**config.mk**
```make
export PLATFORM = sky130hd
export DESIGN_NAME = quiz_round_ctrl
export DESIGN_NICKNAME = d
export VERILOG_FILES = /design/src/rtl/quiz_pkg.sv /design/src/rtl/quiz_sec_timer.sv /design/src/rtl/quiz_round_ctrl.sv
export SDC_FILE = /design/constraint.sdc
export NUM_CORES = 1
export LEC_CHECK = 0
export CAP_MARGIN = 25
export CELL_PAD_IN_SITES_DETAIL_PLACEMENT = 0
export CELL_PAD_IN_SITES_GLOBAL_PLACEMENT = 1
export CORE_MARGIN = 1
export CORE_UTILIZATION = 35
export CTS_CLUSTER_DIAMETER = 60
export DETAILED_ROUTE_END_ITERATION = 7
export GPL_ROUTABILITY_DRIVEN = 0
export PLACE_DENSITY_LB_ADDON = 0.1
export SYNTH_ARGS = -nofsm -noshare
export SYNTH_HDL_FRONTEND = slang
export SYNTH_SLANG_ARGS = --single-unit
```
**constraint.sdc**
```tcl
create_clock -name clk -period 7.5 [get_ports clk]
set_clock_uncertainty 0.05 [all_clocks]
set_input_delay 1.875 -clock clk [delete_from_list [all_inputs] [get_ports clk]]
set_output_delay 1.875 -clock clk [all_outputs]
set_load 0.01 [all_outputs]
```
**src/rtl/quiz_pkg.sv**
```systemverilog
// Shared types and helpers for the quiz round controller.
package quiz_pkg;

    typedef enum logic [1:0] {
        ST_ENTRY  = 2'd0,
        ST_LOAD   = 2'd1,
        ST_PLAY   = 2'd2,
        ST_RESULT = 2'd3
    } state_t;

    typedef logic [3:0] bcd_t;

    localparam int unsigned BCD_MAX_DIGITS = 8;

    function automatic logic [31:0] pow10(input int unsigned n);
        logic [31:0] p;
        p = 32'd1;
        for (int unsigned i = 0; i < n; i++) begin
            p = p * 32'd10;
        end
        return p;
    endfunction

    // Increment the low ndig BCD digits of v; holds at all-9s.
    function automatic logic [31:0] bcd_inc_sat(input logic [31:0] v, input int unsigned ndig);
        logic [31:0] r;
        logic        carry;
        logic        all9;
        bcd_t        d;
        r     = v;
        carry = 1'b1;
        all9  = 1'b1;
        for (int unsigned i = 0; i < BCD_MAX_DIGITS; i++) begin
            if (i < ndig) begin
                d = v[4*i +: 4];
                if (d != 4'd9) all9 = 1'b0;
                if (carry) begin
                    if (r[4*i +: 4] == 4'd9) begin
                        r[4*i +: 4] = 4'd0;
                    end else begin
                        r[4*i +: 4] = r[4*i +: 4] + 4'd1;
                        carry       = 1'b0;
                    end
                end
            end
        end
        return all9 ? v : r;
    endfunction

endpackage

```
**src/rtl/quiz_sec_timer.sv**
```systemverilog
// Round seconds timer: prescaler, seconds load/decrement, penalty subtraction saturating at zero.
module quiz_sec_timer
#(
    parameter int unsigned CLK_HZ      = 50_000_000,
    parameter int unsigned ROUND_SEC   = 30,
    parameter int unsigned PENALTY_SEC = 3
) (
    input  logic       clk,
    input  logic       reset,
    input  logic       i_load,
    input  logic       i_run,
    input  logic       i_penalty,
    output logic [7:0] o_secs_left,
    output logic       o_zero_c
);

    localparam int unsigned PRESC_W = (CLK_HZ > 1) ? $clog2(CLK_HZ) : 1;

    logic [PRESC_W-1:0] r_presc;
    logic [7:0]         r_secs;
    logic               w_tick;
    logic [8:0]         w_dec;
    logic [7:0]         w_secs_next;

    // A tick and a penalty in the same cycle both count.
    always_comb begin
        w_tick      = (r_presc == PRESC_W'(CLK_HZ - 1));
        w_dec       = 9'(w_tick) + (i_penalty ? 9'(PENALTY_SEC) : 9'd0);
        w_secs_next = (w_dec >= {1'b0, r_secs}) ? 8'd0 : 8'({1'b0, r_secs} - w_dec);
    end

    always_ff @(posedge clk or posedge reset) begin
        if (reset) begin
            r_presc <= '0;
            r_secs  <= 8'd0;
        end else if (i_load) begin
            r_presc <= '0;
            r_secs  <= 8'(ROUND_SEC);
        end else if (i_run) begin
            r_presc <= w_tick ? '0 : r_presc + PRESC_W'(1);
            r_secs  <= w_secs_next;
        end
    end

    assign o_secs_left = r_secs;
    assign o_zero_c    = (r_secs == 8'd0);

endmodule

```
**src/rtl/quiz_round_ctrl.sv**
```systemverilog
// Decimal-to-binary quiz round controller: digit entry, timed play, BCD score and warning flash.
// Define QUIZ_HINT_EN to drive hint_mask with answer_sw ^ target while playing.
module quiz_round_ctrl
    import quiz_pkg::*;
#(
    parameter int unsigned NUM_DIGITS   = 4,
    parameter int unsigned ANS_W        = 14,
    parameter int unsigned CLK_HZ       = 50_000_000,
    parameter int unsigned ROUND_SEC    = 30,
    parameter int unsigned PENALTY_SEC  = 3,
    parameter int unsigned WARN_SEC     = 4,
    parameter int unsigned FLASH_ON_CYC = CLK_HZ / 10,
    parameter int unsigned SCORE_DIGITS = 2
) (
    input  logic                      clk,
    input  logic                      reset,
    input  logic                      next_btn,
    input  logic                      go_btn,
    input  logic                      check_btn,
    input  logic [9:0]                digit_sw,
    input  logic [ANS_W-1:0]          answer_sw,
    output logic [4*NUM_DIGITS-1:0]   digits,
    output logic [7:0]                secs_left,
    output logic [4*SCORE_DIGITS-1:0] score_bcd,
    output logic                      playing,
    output logic                      win_show,
    output logic                      lose_show,
    output logic                      flash,
    output logic [ANS_W-1:0]          hint_mask
);

    localparam int unsigned DIG_W       = 4 * NUM_DIGITS;
    localparam int unsigned SCORE_W     = 4 * SCORE_DIGITS;
    localparam int unsigned FL_PER_SLOW = CLK_HZ / 2;
    localparam int unsigned FL_PER_FAST = CLK_HZ / 4;
    localparam int unsigned FL_W        = $clog2(FL_PER_SLOW + 1);

    state_t             r_state;
    logic               r_next_q;
    logic               r_go_q;
    logic               r_check_q;
    logic [DIG_W-1:0]   r_digits;
    logic [ANS_W-1:0]   r_target;
    logic [SCORE_W-1:0] r_score;
    logic               r_playing;
    logic               r_win;
    logic               r_lose;
    logic               r_flash;
    logic [FL_W-1:0]    r_flash_cnt;

    logic               w_next_rise;
    logic               w_go_rise;
    logic               w_check_rise;
    logic               w_digit_ok;
    bcd_t               w_digit_val;
    logic [ANS_W-1:0]   w_target_calc;
    logic               w_in_play;
    logic               w_zero;
    logic               w_correct;
    logic               w_wrong;
    logic               w_warn;
    logic [FL_W-1:0]    w_per_last;

    always_comb begin
        w_next_rise  = next_btn & ~r_next_q;
        w_go_rise    = go_btn & ~r_go_q;
        w_check_rise = check_btn & ~r_check_q;
        w_digit_ok   = $onehot(digit_sw);
        w_digit_val  = 4'd0;
        for (int k = 0; k < 10; k++) begin
            if (digit_sw[k]) w_digit_val = 4'(k);
        end
    end

    // Binary value of the entered decimal digits, truncated to the answer width.
    always_comb begin
        w_target_calc = '0;
        for (int unsigned i = 0; i < NUM_DIGITS; i++) begin
            w_target_calc = w_target_calc + ANS_W'(32'(r_digits[4*i +: 4]) * pow10(i));
        end
    end

    // An expired timer ends the round before any check is considered.
    always_comb begin
        w_in_play  = (r_state == ST_PLAY);
        w_correct  = w_in_play && !w_zero && w_check_rise && (answer_sw == r_target);
        w_wrong    = w_in_play && !w_zero && w_check_rise && (answer_sw != r_target);
        w_warn     = (secs_left != 8'd0) && (secs_left <= 8'(WARN_SEC));
        w_per_last = (secs_left <= 8'(WARN_SEC / 2)) ? FL_W'(FL_PER_FAST - 1)
                                                      : FL_W'(FL_PER_SLOW - 1);
    end

    quiz_sec_timer #(
        .CLK_HZ      (CLK_HZ),
        .ROUND_SEC   (ROUND_SEC),
        .PENALTY_SEC (PENALTY_SEC)
    ) u_timer (
        .clk         (clk),
        .reset       (reset),
        .i_load      (r_state == ST_LOAD),
        .i_run       (w_in_play && !w_correct),
        .i_penalty   (w_wrong),
        .o_secs_left (secs_left),
        .o_zero_c    (w_zero)
    );

    always_ff @(posedge clk or posedge reset) begin
        if (reset) begin
            r_state     <= ST_ENTRY;
            r_next_q    <= 1'b0;
            r_go_q      <= 1'b0;
            r_check_q   <= 1'b0;
            r_digits    <= '0;
            r_target    <= '0;
            r_score     <= '0;
            r_playing   <= 1'b0;
            r_win       <= 1'b0;
            r_lose      <= 1'b0;
            r_flash     <= 1'b0;
            r_flash_cnt <= '0;
        end else begin
            r_next_q  <= next_btn;
            r_go_q    <= go_btn;
            r_check_q <= check_btn;
            case (r_state)
                ST_ENTRY: begin
                    if (w_go_rise) begin
                        r_state <= ST_LOAD;
                    end else if (w_next_rise && w_digit_ok) begin
                        r_digits <= (r_digits << 4) | DIG_W'(w_digit_val);
                    end
                end
                ST_LOAD: begin
                    r_target    <= w_target_calc;
                    r_state     <= ST_PLAY;
                    r_playing   <= 1'b1;
                    r_flash     <= 1'b0;
                    r_flash_cnt <= '0;
                end
                ST_PLAY: begin
                    if (w_zero) begin
                        r_state   <= ST_RESULT;
                        r_lose    <= 1'b1;
                        r_playing <= 1'b0;
                        r_flash   <= 1'b0;
                    end else if (w_correct) begin
                        r_state   <= ST_RESULT;
                        r_win     <= 1'b1;
                        r_score   <= SCORE_W'(bcd_inc_sat(32'(r_score), SCORE_DIGITS));
                        r_playing <= 1'b0;
                        r_flash   <= 1'b0;
                    end else begin
                        if (w_wrong || (r_flash_cnt >= w_per_last)) begin
                            r_flash_cnt <= '0;
                        end else begin
                            r_flash_cnt <= r_flash_cnt + FL_W'(1);
                        end
                        r_flash <= w_warn && (32'(r_flash_cnt) < FLASH_ON_CYC);
                    end
                end
                ST_RESULT: begin
                    if (w_go_rise) begin
                        r_state  <= ST_ENTRY;
                        r_digits <= '0;
                        r_win    <= 1'b0;
                        r_lose   <= 1'b0;
                    end
                end
                default: r_state <= ST_ENTRY;
            endcase
        end
    end

`ifdef QUIZ_HINT_EN
    logic [ANS_W-1:0] r_hint;

    always_ff @(posedge clk or posedge reset) begin
        if (reset) begin
            r_hint <= '0;
        end else begin
            r_hint <= w_in_play ? (answer_sw ^ r_target) : '0;
        end
    end

    assign hint_mask = r_hint;
`else
    assign hint_mask = '0;
`endif

    assign digits    = r_digits;
    assign score_bcd = r_score;
    assign playing   = r_playing;
    assign win_show  = r_win;
    assign lose_show = r_lose;
    assign flash     = r_flash;

endmodule

```
* Yosys cells after proc, flatten, opt, wreduce, memory -nomap -nowiden
Index checks and enable logic that the tools add are counted.
** Storage, ports and cells
- Register bits after elaboration :: 106
- Output and inout port bits :: 50
- Bits of input ports :: 29
- Word-level logic and storage cells :: 149
** Operators by class
- Bitwise operators :: 9
- $lt $le $gt $ge :: 5
- Multiply operators :: 3
- Mux-type cells :: 53
- Reductions and logical operators :: 26
- Add/sub/neg operators :: 18
- Equality and inequality tests :: 20
** Operators with widths (count)
- $mux 25 :: 4
- $mux 26 :: 3
- $pmux 25 s2 :: 1
- $mux 16 :: 3
- $mux 4 :: 9
- $pmux 16 s2 :: 1
- $add 26x1->26 const B :: 1
- $eq 26x26->1 const B :: 1
- $add 25x1->25 const B :: 1
- $ge 25x25->1 :: 1
- $lt 25x23->1 const B :: 1
- $mux 8 :: 3
- $mux 1 :: 18
- $or 16x4->16 :: 1
- $add 12x14->14 :: 1
- $eq 14x14->1 :: 1
- $ne 14x14->1 :: 1
- $add 9x11->12 :: 1
- $mux 2 :: 6
- $ne 2x2->1 const B :: 6
- $reduce_and 4->1 :: 3
- $mul 4x7->11 const B :: 1
- $add 1x1->2 :: 5
- $add 4x8->9 :: 1
- 32 further kinds :: 60

* Logic depth before layout (Yosys ltp)
Gate-level depths: netlist of run 1.
- Depth in word-level cells :: 13
- Depth in mapped cells :: 16
- Gate-level depth less buffers :: 16

* Cells and area by module
A second synthesis of run 1 with hierarchy kept.
** Unflattened totals
- Cell total of the unflattened synthesis :: 871
- Area, all modules :: 7966.4 um^2
** Modules (own cells, without submodules)
- quiz_round_ctrl :: cells an instance 641, area each 5943.2 um^2, instances 1
- quiz_sec_timer :: cells an instance 230, area each 2023.2 um^2, instances 1

* Least setup slack after synthesis of run 1
No wires, ideal clock.
- Path kind :: input to register
- Start :: in digit_sw[0]
- End :: reg r_digits[15], in the netlist digits[15]
- Arrival time :: 5.135 ns
- Library setup time :: 0.121 ns
- Data required time :: 7.329 ns
- Slack :: 2.194 ns
- Stages on the path :: 13
- Cell sequence :: fa_1 > fa_1 > inv_1 > fa_1 > inv_1 > ha_1 > inv_1 > fa_1 > nand4b_1 > nor3_1 > nor2_1 > clkbuf_1 > a22o_1
** Between the ends
- Longest elaborated chain between the ends :: 8
** RTL lines
- from (decl) :: RTL line quiz_round_ctrl.sv:20 : input logic [9:0] digit_sw,
- $add 1x1->2 (implied by the code) :: RTL line quiz_round_ctrl.sv:68 : w_digit_ok = $onehot(digit_sw);
- $add 2x2->3 (implied by the code) :: RTL line quiz_round_ctrl.sv:68
- $add 3x3->4 (implied by the code) :: RTL line quiz_round_ctrl.sv:68
- $add 4x2->4 (implied by the code) :: RTL line quiz_round_ctrl.sv:68
- $eq 4x1->1 :: RTL line quiz_round_ctrl.sv:68
- $logic_and 1x1->1 :: RTL line quiz_round_ctrl.sv:129 : end else if (w_next_rise && w_digit_ok) begin
- $ne 2x2->1 (no source line)
- $reduce_and 4->1 (no source line)
- to (signal assigned) :: RTL line quiz_round_ctrl.sv:130 : r_digits <= (r_digits << 4) | DIG_W'(w_digit_val);
- to (decl) :: RTL line quiz_round_ctrl.sv:42 : logic [DIG_W-1:0] r_digits;
Every way passes these cells.
A chain may end at the register's enable or synchronous reset.

* Worst setup path after layout of run 1
- Start :: in digit_sw[7]
- End :: reg r_digits[2], in the netlist digits[2]
** Between the ends
- Longest elaborated chain between the ends :: 8
- Elaborated cells between the ends (all ways) :: 15
** RTL lines (RTL line)
- $add 1x1->2 (implied by the code) :: quiz_round_ctrl.sv:68
- $add 2x2->3 (implied by the code) :: quiz_round_ctrl.sv:68
- $add 3x3->4 (implied by the code) :: quiz_round_ctrl.sv:68
- $add 4x2->4 (implied by the code) :: quiz_round_ctrl.sv:68
- $eq 4x1->1 :: quiz_round_ctrl.sv:68
- $logic_and 1x1->1 :: quiz_round_ctrl.sv:129
- $ne 2x2->1 (no source line)
- $reduce_and 4->1 (no source line)
Parallel ways exist; a longest one is shown, timed or not. The select of a mux whose other input is x is not followed.

==> reports/qor.csv, run 1 <==
stage,metric,value,unit
sta,rsz0062_at_grt,false,
worst_setup_path,r2r.worst_path.cells,15,
cts,cts-root-buf,clkbuf_16,
drt,wl_met1,9.92,mm
logic_synthesis,netlist_area,0.00819,sq mm
drt,wl_met3,551,um
cts,clk_latency,0.36,ns
sta,drv_slew,0,
drt,ant_nets,0,
power_and_ir_drop,pwr-share-comb,0.391,
die,fp.dieH,155,um
min_path,hold_depth,1,
die,io_pins,79,
job,maxCapViolCount,0,
logic_synthesis,synth_cells,872,
status,status,"complete, no violations",
worst_setup_path,arrival,5.95,ns
cts,clk_pin_slew,0.07,ns
die,dieArea,0.0240,sq mm
logic_synthesis,yosysTopAreaCell,dfrtp_1,
sta,finalSetupTns,0,ns
grt,antenna_found_initial,0,
sta,relSlewSlack,0.327,
power_and_ir_drop,internal-power,1.24,mW
drt,vias_per_cell,5.40,
min_path,min_to,r_target[7]$_DFFE_PP0N_,
cts,cts_setup_buffers,0,
cts,htree_levels,3,
layout,n_antenna_cell,0,
logic_synthesis,synth.area.top_cells,"dfrtp_1 32%, ha_1 11%, fa_1 5.9%",
logic_synthesis,syn_area_per_cell,9.39,sq um
worst_setup_path,cp-start-kind,primary input,
worst_setup_path,cp-end-kind,flop,
cts,clock-sinks,106,
worst_setup_path,startpoint,digit_sw[7],
worst_setup_path,path_class,primary input to flop,
logic_synthesis,ys_types,79,
grt,grt_pass1_vias,6771,
power_and_ir_drop,vdd_drop_max,0.135,mV
power_and_ir_drop,power,2.08,mW
layout,areaGrowthSynthToFinish,15.2,%
cts,cts_tree,built,
worst_setup_path,cp_max_fo,18,
min_path,hold_path.class,flop to flop,
sta,finalHoldViolCount,0,
grt,grt_use_total,0.184,
layout,utilization,0.414,
power_and_ir_drop,p_switching,0.836,mW
logic_synthesis,synthFlopType,dfrtp_1,
worst_setup_path,worstReg2RegStart,digits[14]$_DFFE_PP0P_,
cts,clock_path_buffers,2,
die,coreArea,0.0228,sq mm
logic_synthesis,async_flop_share,1.00,
drt,drc,0,
die,floorplan.initialDensity,0.359,
grt,grt_first_pass_wirelength,35.5,mm
sta,min_period,5.80,ns
layout,finish.net_count,1052,
drt,route.met2.wl,10.4,mm
drt,vias,6703,
power_and_ir_drop,seqPwrFrac,0.351,
worst_setup_path,r2r_end,r_target[13]$_DFFE_PP0N_,
die,die_w,155,um
power_and_ir_drop,p_clk_frac,0.259,
layout,drive_gt1_frac,0.0667,
power_and_ir_drop,pwr_density_cell,221,mW/mm^2
power_and_ir_drop,power.leakage,4.27,nW
grt,grt_start_max_net_pins,71,
sta,finalSetupViolCount,0,
worst_setup_path,r2r_setup_slack,2.75,ns
sta,tightestPinTransition,1.01,ns
power_and_ir_drop,switching_share,0.402,
logic_synthesis,yosysSeqAreaShare,0.324,
drt,routedWlPerCell,16.9,um
sta,fmax,172,MHz
drt,drt_iter0_drc,312,
drt,drt-pass1-iter-count,5,
logic_synthesis,synth_most_common_cell,dfrtp_1,
place,place_hpwl,15.4,mm
place,portBuffers,64,
logic_synthesis,netlist_top_cells_count,"106 x dfrtp_1, 75 x ha_1, 72 x inv_1",
cts,postCtsHoldBufs,0,
layout,final_area,0.00943,sq mm
sta,post-route-period-util,0.774,
logic_synthesis,synth-edff-count,0,
grt,grt.overflow.total,0,
logic_synthesis,synth_seq_cells,106,
worst_setup_path,crit_required,7.64,ns
die,row_count,55,
drt,wirelength,21.0,mm
logic_synthesis,synth_top_area_frac,0.324,
cts,cts_buffers,9,
place,place_area,0.00908,sq mm
logic_synthesis,yosys_warnings,0,
drt,top_layer_used,met4,
min_path,min_from,r_target[7]$_DFFE_PP0N_,
cts,cts_resized,0,
-- placed cells by master, fill, tap and decap left out, types with 5 or more instances in the layout --
cell,n
o41ai_1,5
o211ai_1,8
nor3_1,15
and3_1,11
nor2b_1,13
o311ai_0,5
ha_1,75
o21ai_0,35
nor2_1,47
a21o_1,18
and2_1,7
dfrtp_1,106
nor4_1,9
xor2_1,22
a211oi_1,9
or4_1,5
o21a_1,9
nand3_1,24
o31ai_1,8
buf_4,7
conb_1,14
a22o_1,25
mux2_2,11
a31oi_1,8
a22oi_1,11
clkdlybuf4s50_1,64
nand2_1,69
xnor2_1,13
or2_2,8
inv_1,71
a211o_1,5
nand2b_1,8
a21oi_1,33
or3_1,17
fa_1,24
clkbuf_16,9
nand4_1,17
o21bai_1,6
-- stage by stage --
step	setup WS [ns]	instances	hold WS, ns
after global placement	1.45	1225	0.436
final	1.70	1242	0.452
after floorplan	2.19	885	0.421
after detailed placement	1.31	1225	0.438
after global routing	1.45	1242	0.474
after CTS	1.69	1241	0.454
-- power by group through the flow --
stage	sequential, mW	clock [mW]	combinational (mW)
finish	0.730	0.538	0.813
global route	0.746	0.570	0.911
CTS	0.731	0.553	0.827
detailed placement	0.742	0	0.824
global placement	0.741	0	0.808
floorplan	0.723	0	0.576
-- cells by family after synthesis --
logic type | count (synthesis) | synth area share
AOI/OAI and AO/OA | 216 | 0.191
buffers and inverters | 117 | 0.0642
adders and majority gates | 99 | 0.173
DFF | 106 | 0.324
and+or+nand+nor | 286 | 0.193
muxes | 12 | 0.0164
xor gates and xnor gates | 35 | 0.0374
other | 1 | 0.000458
-- worst max-delay path, stage by stage --
cell             delay, ns
clkdlybuf4s50_1       0.55
fa_1                  0.46
fa_1                  0.49
inv_1                 0.05
fa_1                  0.47
inv_1                 0.04
ha_1                  0.19
inv_1                 0.07
fa_1                  0.40
nand4b_1              0.10
nor3_1                0.05
buf_4                 0.18
nor2_1                0.79
o21ai_0               0.23
-- layout make-up --
| type | instances | area, sq um |
|---|---|---|
| fill | 2256 | 13300 |
| multi-input combinational | 662 | 5060 |
| sequential | 106 | 2650 |
| timing repair buffer | 72 | 721 |
| tap | 313 | 392 |
| inverter | 73 | 277 |
| clock buffer | 11 | 243 |
| clock inverter | 5 | 85.1 |
-- worst max path at each step --
| stage | to | slack (ns) |
|---|---|---|
| 2_1_floorplan | digits[15]$_DFFE_PP0P_ | 2.19 |
| 3_3_place_gp | digits[2]$_DFFE_PP0P_ | 1.45 |
| 3_5_place_dp | digits[2]$_DFFE_PP0P_ | 1.31 |
| 4_1_cts | digits[2]$_DFFE_PP0P_ | 1.69 |
| 5_1_grt | digits[2]$_DFFE_PP0P_ | 1.45 |
| 6_report | digits[2]$_DFFE_PP0P_ | 1.70 |
-- per-layer routing --
| metal | up-vias | GRT usage |
|---|---|---|
| li1 | 3242 | - |
| met1 | 3353 | 0.243 |
| met2 | 94 | 0.323 |
| met3 | 14 | 0.0228 |
| met4 | 0 | 0.0363 |
| met5 | - | 0 |
-- sequential cells by signal (all words and copies together), names as in the netlist --
name,cells
win_show,1
playing,1
r_flash_cnt,25
r_state,2
flash,1
r_go_q,1
digits,16
u_timer.o_secs_left,8
r_check_q,1
r_next_q,1
lose_show,1
r_target,14
score_bcd,8
u_timer.r_presc,26
No activity file was read; power rests on OpenSTA's default activity.
==> run 2: changes to the inputs <==
Clock period 7.5 ns to 6 ns, I/O delays scaled along.
==> run 2 against run 1 <==
Critical path depth unchanged. Sequential power is 25% higher. Global-route usage increased by 0.23 points. Total power rose by 24%. Sequential cell count did not move. Non-clock buffer count rose by 4. Critical path type unchanged. Largest cell class unchanged. Largest power group unchanged.
==> reports/qor.csv, run 2 (synthesis results as in run 1) <==
stage,metric,value,unit,change
die,dieArea,0.0240,sq mm,unchanged
drt,drt-pass1-iter-count,4,,was 5
cts,clock_path_buffers,2,,unchanged
sta,post-route-period-util,0.816,,
power_and_ir_drop,internal-power,1.52,mW,was 1.24 mW
grt,grt.overflow.total,0,,unchanged
die,coreArea,0.0228,sq mm,unchanged
sta,finalSetupTns,0,ns,unchanged
die,fp.dieH,155,um,unchanged
worst_setup_path,arrival,5.10,ns,was 5.95 ns
layout,final_area,0.00944,sq mm,was 0.00943 sq mm
die,io_pins,79,,unchanged
power_and_ir_drop,power.leakage,4.28,nW,was 4.27 nW
cts,clock-sinks,106,,unchanged
power_and_ir_drop,seqPwrFrac,0.354,,was 0.351
layout,finish.net_count,1056,,was 1052
layout,final_cell_mix,"106 x dfrtp_1, 75 x ha_1, 71 x inv_1",,unchanged
job,maxCapViolCount,0,,unchanged
sta,relSlewSlack,0.487,,was 0.327
place,portBuffers,64,,unchanged
drt,vias,6731,,was 6703
layout,largest_reg_flops,26,,unchanged
layout,instances_no_fill,1246,,was 1242
power_and_ir_drop,pwr-share-comb,0.400,,was 0.391
cts,cts_resized,0,,unchanged
die,die_w,155,um,unchanged
layout,final_common_cell,dfrtp_1,,unchanged
sta,fmax,204,MHz,
sta,tightestPinTransition,0.770,ns,was 1.01 ns
sta,drv_slew,0,,unchanged
status,status,"complete, no violations",,unchanged
drt,wirelength,21.3,mm,was 21.0 mm
drt,drc,0,,unchanged
power_and_ir_drop,power,2.59,mW,was 2.08 mW
sta,finalHoldViolCount,0,,unchanged
power_and_ir_drop,switching_share,0.414,,was 0.402
cts,clk_pin_slew,0.08,ns,was 0.07 ns
cts,clk_latency,0.36,ns,about the same
sta,min_period,4.89,ns,
layout,n_antenna_cell,0,,unchanged
grt,grt_pass1_vias,6783,,was 6771
worst_setup_path,crit_required,6.20,ns,was 7.64 ns
drt,drt_iter0_drc,302,,was 312
power_and_ir_drop,pwr_density_cell,274,mW/mm^2,was 221 mW/mm^2
cts,postCtsHoldBufs,0,,unchanged
cts,cts_buffers,9,,unchanged
layout,utilization,0.415,,was 0.414
die,floorplan.initialDensity,0.359,,unchanged
sta,finalSetupViolCount,0,,unchanged
power_and_ir_drop,p_switching,1.07,mW,was 0.836 mW
layout,largest_register,u_timer.r_presc,,unchanged
place,placed_cells,1229,,was 1225
die,row_count,55,,unchanged
place,place_area,0.00913,sq mm,was 0.00908 sq mm
cts,cts-root-buf,clkbuf_16,,unchanged
place,place_hpwl,15.7,mm,was 15.4 mm
worst_setup_path,path_class,primary input to flop,,unchanged
cts,cts_setup_buffers,0,,unchanged
power_and_ir_drop,p_clk_frac,0.247,,was 0.259
worst_setup_path,cp-end-kind,flop,,unchanged
cts,htree_levels,3,,unchanged
sta,rsz0062_at_grt,false,,unchanged
cts,cts_tree,built,,unchanged
drt,routedWlPerCell,17.1,um,was 16.9 um
layout,drive_gt1_frac,0.0718,,was 0.0667
grt,grt_first_pass_wirelength,35.5,mm,about the same
grt,grt_use_total,0.186,,was 0.184
drt,vias_per_cell,5.40,,about the same
worst_setup_path,cp-start-kind,primary input,,unchanged
min_path,hold_path.class,flop to flop,,unchanged
layout,areaGrowthSynthToFinish,15.3,%,was 15.2%
grt,grt_start_max_net_pins,67,,was 71
grt,antenna_found_initial,0,,unchanged
power_and_ir_drop,vdd_drop_max,0.162,mV,was 0.135 mV
worst_setup_path,cp_max_fo,16,,was 18
drt,ant_nets,0,,unchanged
[run 2: routing by layer]
metal / global-route usage / part of all wire / vias to the layer above
li1: - / - / 3256
met1: 0.243 / 0.47 / 3358
met2: 0.315 / 0.49 / 93
met5: 0 / 0 / -
met4: 0.0603 / 0.020 / 0
met3: 0.0270 / 0.023 / 24
[run 2: cell type report]
class / instances / area, sq um
fill: 2257 / 13300
multi-input combinational: 662 / 5060
inverter: 73 / 277
clock buffer: 9 / 225
tap: 313 / 392
sequential: 106 / 2650
timing repair buffer: 76 / 751
clock inverter: 7 / 83.8
[run 2: per-stage QoR]
stage	hold slack [ns]	setup WS, ns
floorplan	0.421	1.07
global placement	0.437	0.423
detailed placement	0.443	0.341
CTS	0.460	0.721
global route	0.473	0.941
finish	0.457	1.11
[run 2: worst max-delay path: stages]
cell	delay, ns
clkdlybuf4s50_1	0.57
fa_1	0.46
fa_1	0.49
inv_1	0.05
fa_1	0.42
inv_1	0.06
ha_1	0.16
inv_1	0.06
fa_1	0.47
nand4b_1	0.10
nor3_1	0.20
nor2_1	0.11
buf_4	0.20
a22o_1	0.24
[run 2: power by group through the flow]
stage               Sequential, mW  Clock [mW]  Combinational, mW
CTS                          0.915       0.660               1.05
finish                       0.915       0.638               1.03
detailed placement           0.930           0               1.04
floorplan                    0.904           0              0.720
global placement             0.927           0               1.02
global route                 0.930       0.688               1.15
[run 2: path summary, 6_finish.rpt]
path	start	end	slack, ns	cells after the start
max	digit_sw[7]	digits[0]$_DFFE_PP0P_	1.11	14
min in group asynchronous	reset	digits[2]$_DFFE_PP0P_	1.37	2
max in group asynchronous	reset	u_timer.o_secs_left[3]$_DFFE_PP0P_	3.52	4
max reg2reg	digits[14]$_DFFE_PP0P_	r_target[13]$_DFFE_PP0N_	1.21	15
min	r_target[6]$_DFFE_PP0N_	r_target[6]$_DFFE_PP0N_	0.46	2
min reg2reg	r_target[6]$_DFFE_PP0N_	r_target[6]$_DFFE_PP0N_	0.46	2
==> run 3: changes to the inputs <==
Clock period 6 ns to 5.1 ns, I/O delays scaled along.
==> run 3 against run 2 <==
Sequential cell count did not move. Global-route usage is 0.33 points higher. Clock power grew 32%. Worst setup slack got worse by 0.73 ns. First-iteration DRC count rose by 4.6%. Via count fell by 0.71%. Die area is the same. Routed wire length fell by 0.45%. Combinational power is 18% higher. Total power is 21% higher. Hold slack worse by 0.0010 ns. Critical path type is now flop to flop. Largest power group unchanged. Highest routed layer unchanged.
==> reports/qor.csv, run 3 (synthesis results as in run 1) <==
stage,metric,value,unit,change
cts,htree_levels,3,,unchanged
layout,final_area,0.00952,sq mm,was 0.00944 sq mm
job,maxCapViolCount,0,,unchanged
worst_setup_path,path_cells,"fa_1, inv_1, fa_1, inv_1, ha_1, inv_1, o21bai_1, xor2_1, ha_1, ha_1, ha_1, or4_1, a311oi_1, xnor2_1, o21ai_0",,"was clkdlybuf4s50_1, fa_1, fa_1, inv_1, fa_1, inv_1, ha_1, inv_1, fa_1, nand4b_1, nor3_1, nor2_1, buf_4, a22o_1"
sta,relSlewSlack,0.401,,was 0.487
power_and_ir_drop,p_switching,1.25,mW,was 1.07 mW
power_and_ir_drop,seqPwrFrac,0.343,,was 0.354
worst_setup_path,cp-start-kind,flop,,was primary input
die,fp.dieH,155,um,unchanged
sta,min_period,4.72,ns,
die,dieArea,0.0240,sq mm,unchanged
power_and_ir_drop,pwr_density_cell,330,mW/mm^2,was 274 mW/mm^2
layout,instances_no_fill,1254,,was 1246
drt,drc,0,,unchanged
layout,largest_reg_flops,26,,unchanged
power_and_ir_drop,power.leakage,4.34,nW,was 4.28 nW
die,io_pins,79,,unchanged
sta,drv_slew,0,,unchanged
worst_setup_path,crit_path_frequent_cell,ha_1,,was fa_1
worst_setup_path,critPathTopFamily,adder cells,,unchanged
worst_setup_path,cp_max_fo,7,,was 16
drt,routedWlPerCell,16.9,um,was 17.1 um
status,status,"complete, no violations",,unchanged
grt,grt_start_max_net_pins,66,,was 67
drt,drt-pass1-iter-count,4,,unchanged
layout,final_common_cell,dfrtp_1,,unchanged
place,place_ws,-0.377,ns,was 0.341 ns
die,floorplan.initialDensity,0.359,,unchanged
place,placed_cells,1237,,was 1229
layout,areaGrowthSynthToFinish,16.3,%,was 15.3%
power_and_ir_drop,switching_share,0.396,,was 0.414
power_and_ir_drop,vdd_drop_max,0.165,mV,was 0.162 mV
layout,drive_gt1_frac,0.0786,,was 0.0718
grt,antenna_found_initial,0,,unchanged
place,portBuffers,64,,unchanged
cts,cts_buffers,9,,unchanged
worst_setup_path,arrival,4.87,ns,was 5.10 ns
grt,grt.overflow.total,0,,unchanged
power_and_ir_drop,power,3.14,mW,was 2.59 mW
cts,clk_pin_slew,0.08,ns,about the same
die,coreArea,0.0228,sq mm,unchanged
power_and_ir_drop,p_clk_frac,0.268,,was 0.247
sta,post-route-period-util,0.925,,
sta,tightestPinTransition,0.893,ns,was 0.770 ns
power_and_ir_drop,internal-power,1.90,mW,was 1.52 mW
drt,drt_iter0_drc,316,,was 302
place,place_hpwl,15.8,mm,was 15.7 mm
drt,vias,6683,,was 6731
cts,clock-sinks,106,,unchanged
min_path,hold_path.class,flop to flop,,unchanged
layout,finish.net_count,1064,,was 1056
drt,wirelength,21.2,mm,was 21.3 mm
layout,fillCellCount,2252,,was 2257
cts,cts_tree,built,,unchanged
place,place_area,0.00917,sq mm,was 0.00913 sq mm
sta,rsz0062_at_grt,false,,unchanged
cts,cts_resized,0,,unchanged
die,die_w,155,um,unchanged
drt,ant_nets,0,,unchanged
drt,vias_per_cell,5.33,,was 5.40
worst_setup_path,crit_required,5.26,ns,was 6.20 ns
cts,cts_setup_buffers,0,,unchanged
die,row_count,55,,unchanged
sta,finalHoldViolCount,0,,unchanged
layout,multi_input_area,0.00506,sq mm,unchanged
cts,clock_path_buffers,2,,unchanged
worst_setup_path,cpMaxStageDelayCell,fa_1,,was clkdlybuf4s50_1
layout,final_cell_mix,"106 x dfrtp_1, 75 x ha_1, 71 x inv_1",,unchanged
cts,clk_latency,0.35,ns,was 0.36 ns
worst_setup_path,cp_num_buf_inv,3,,was 5
grt,grt_pass1_vias,7074,,was 6783
sta,finalSetupViolCount,0,,unchanged
cts,cts-root-buf,clkbuf_16,,unchanged
grt,grt_use_total,0.189,,was 0.186
layout,largest_register,u_timer.r_presc,,unchanged
layout,register_area,0.00265,sq mm,unchanged
layout,n_antenna_cell,0,,unchanged
sta,finalSetupTns,0,ns,unchanged
cts,postCtsHoldBufs,0,,unchanged
grt,grt_first_pass_wirelength,36.4,mm,was 35.5 mm
worst_setup_path,cp-end-kind,flop,,unchanged
worst_setup_path,max_stage_delay,0.66,ns,was 0.57 ns
worst_setup_path,path_class,flop to flop,,was primary input to flop
power_and_ir_drop,pwr-share-comb,0.389,,was 0.400
sta,fmax,212,MHz,
sta,setup_slack,0.381,ns,was 1.11 ns
[run 3: worst register-to-register path: cells and delay by family, from the launching register on]
kind	cells	cell delay, ns
compound gates	3	0.58
xor+xnor	2	0.35
fa+ha+maj	6	2.30
buf+inv	3	0.21
flops	1	0.49
simple gates	1	0.59
[run 3: area by class of cell]
type | instances | area share
inverters | 73 | 0.0290
well taps | 313 | 0.0411
flip-flops and latches | 106 | 0.279
clock buffers | 11 | 0.0255
repair buffers | 84 | 0.0830
multi-input cells | 662 | 0.532
clock inverters | 5 | 0.0113
[run 3: through the flow]
| stage | utilization | hold slack (ns) |
|---|---|---|
| final | 0.418 | 0.456 |
| after global routing | 0.418 | 0.474 |
| after CTS | 0.418 | 0.460 |
| after detailed placement | 0.402 | 0.443 |
| after global placement | 0.402 | 0.437 |
| after floorplan | - | 0.421 |
[run 3: layer usage]
metal,up-vias,share of wire,track usage
li1,3267,-,-
met1,3281,0.46,0.244
met2,104,0.48,0.328
met3,31,0.033,0.0214
met4,0,0.024,0.0665
met5,-,0,0
[run 3: path summary, 6_finish.rpt]
path	slack, ns	depth (start not counted)	end	from
setup / recovery	0.38	15	r_target[13]$_DFFE_PP0N_	digits[13]$_DFFE_PP0P_
hold / removal	0.46	1	r_target[8]$_DFFE_PP0N_	r_target[8]$_DFFE_PP0N_
setup reg to reg	0.38	15	r_target[13]$_DFFE_PP0N_	digits[13]$_DFFE_PP0P_
hold reg to reg	0.46	1	r_target[8]$_DFFE_PP0N_	r_target[8]$_DFFE_PP0N_
max in group asynchronous	2.74	3	u_timer.o_secs_left[0]$_DFFE_PP0P_	reset
min in group asynchronous	1.40	2	digits[0]$_DFFE_PP0P_	reset
[run 3: power groups by stage]
stage               combinational (mW)  clock (mW)  sequential, mW
floorplan                        0.847           0            1.06
finish                            1.22       0.843            1.08
detailed placement                1.24           0            1.09
CTS                               1.24       0.868            1.08
global placement                  1.21           0            1.09
global route                      1.36       0.902            1.10
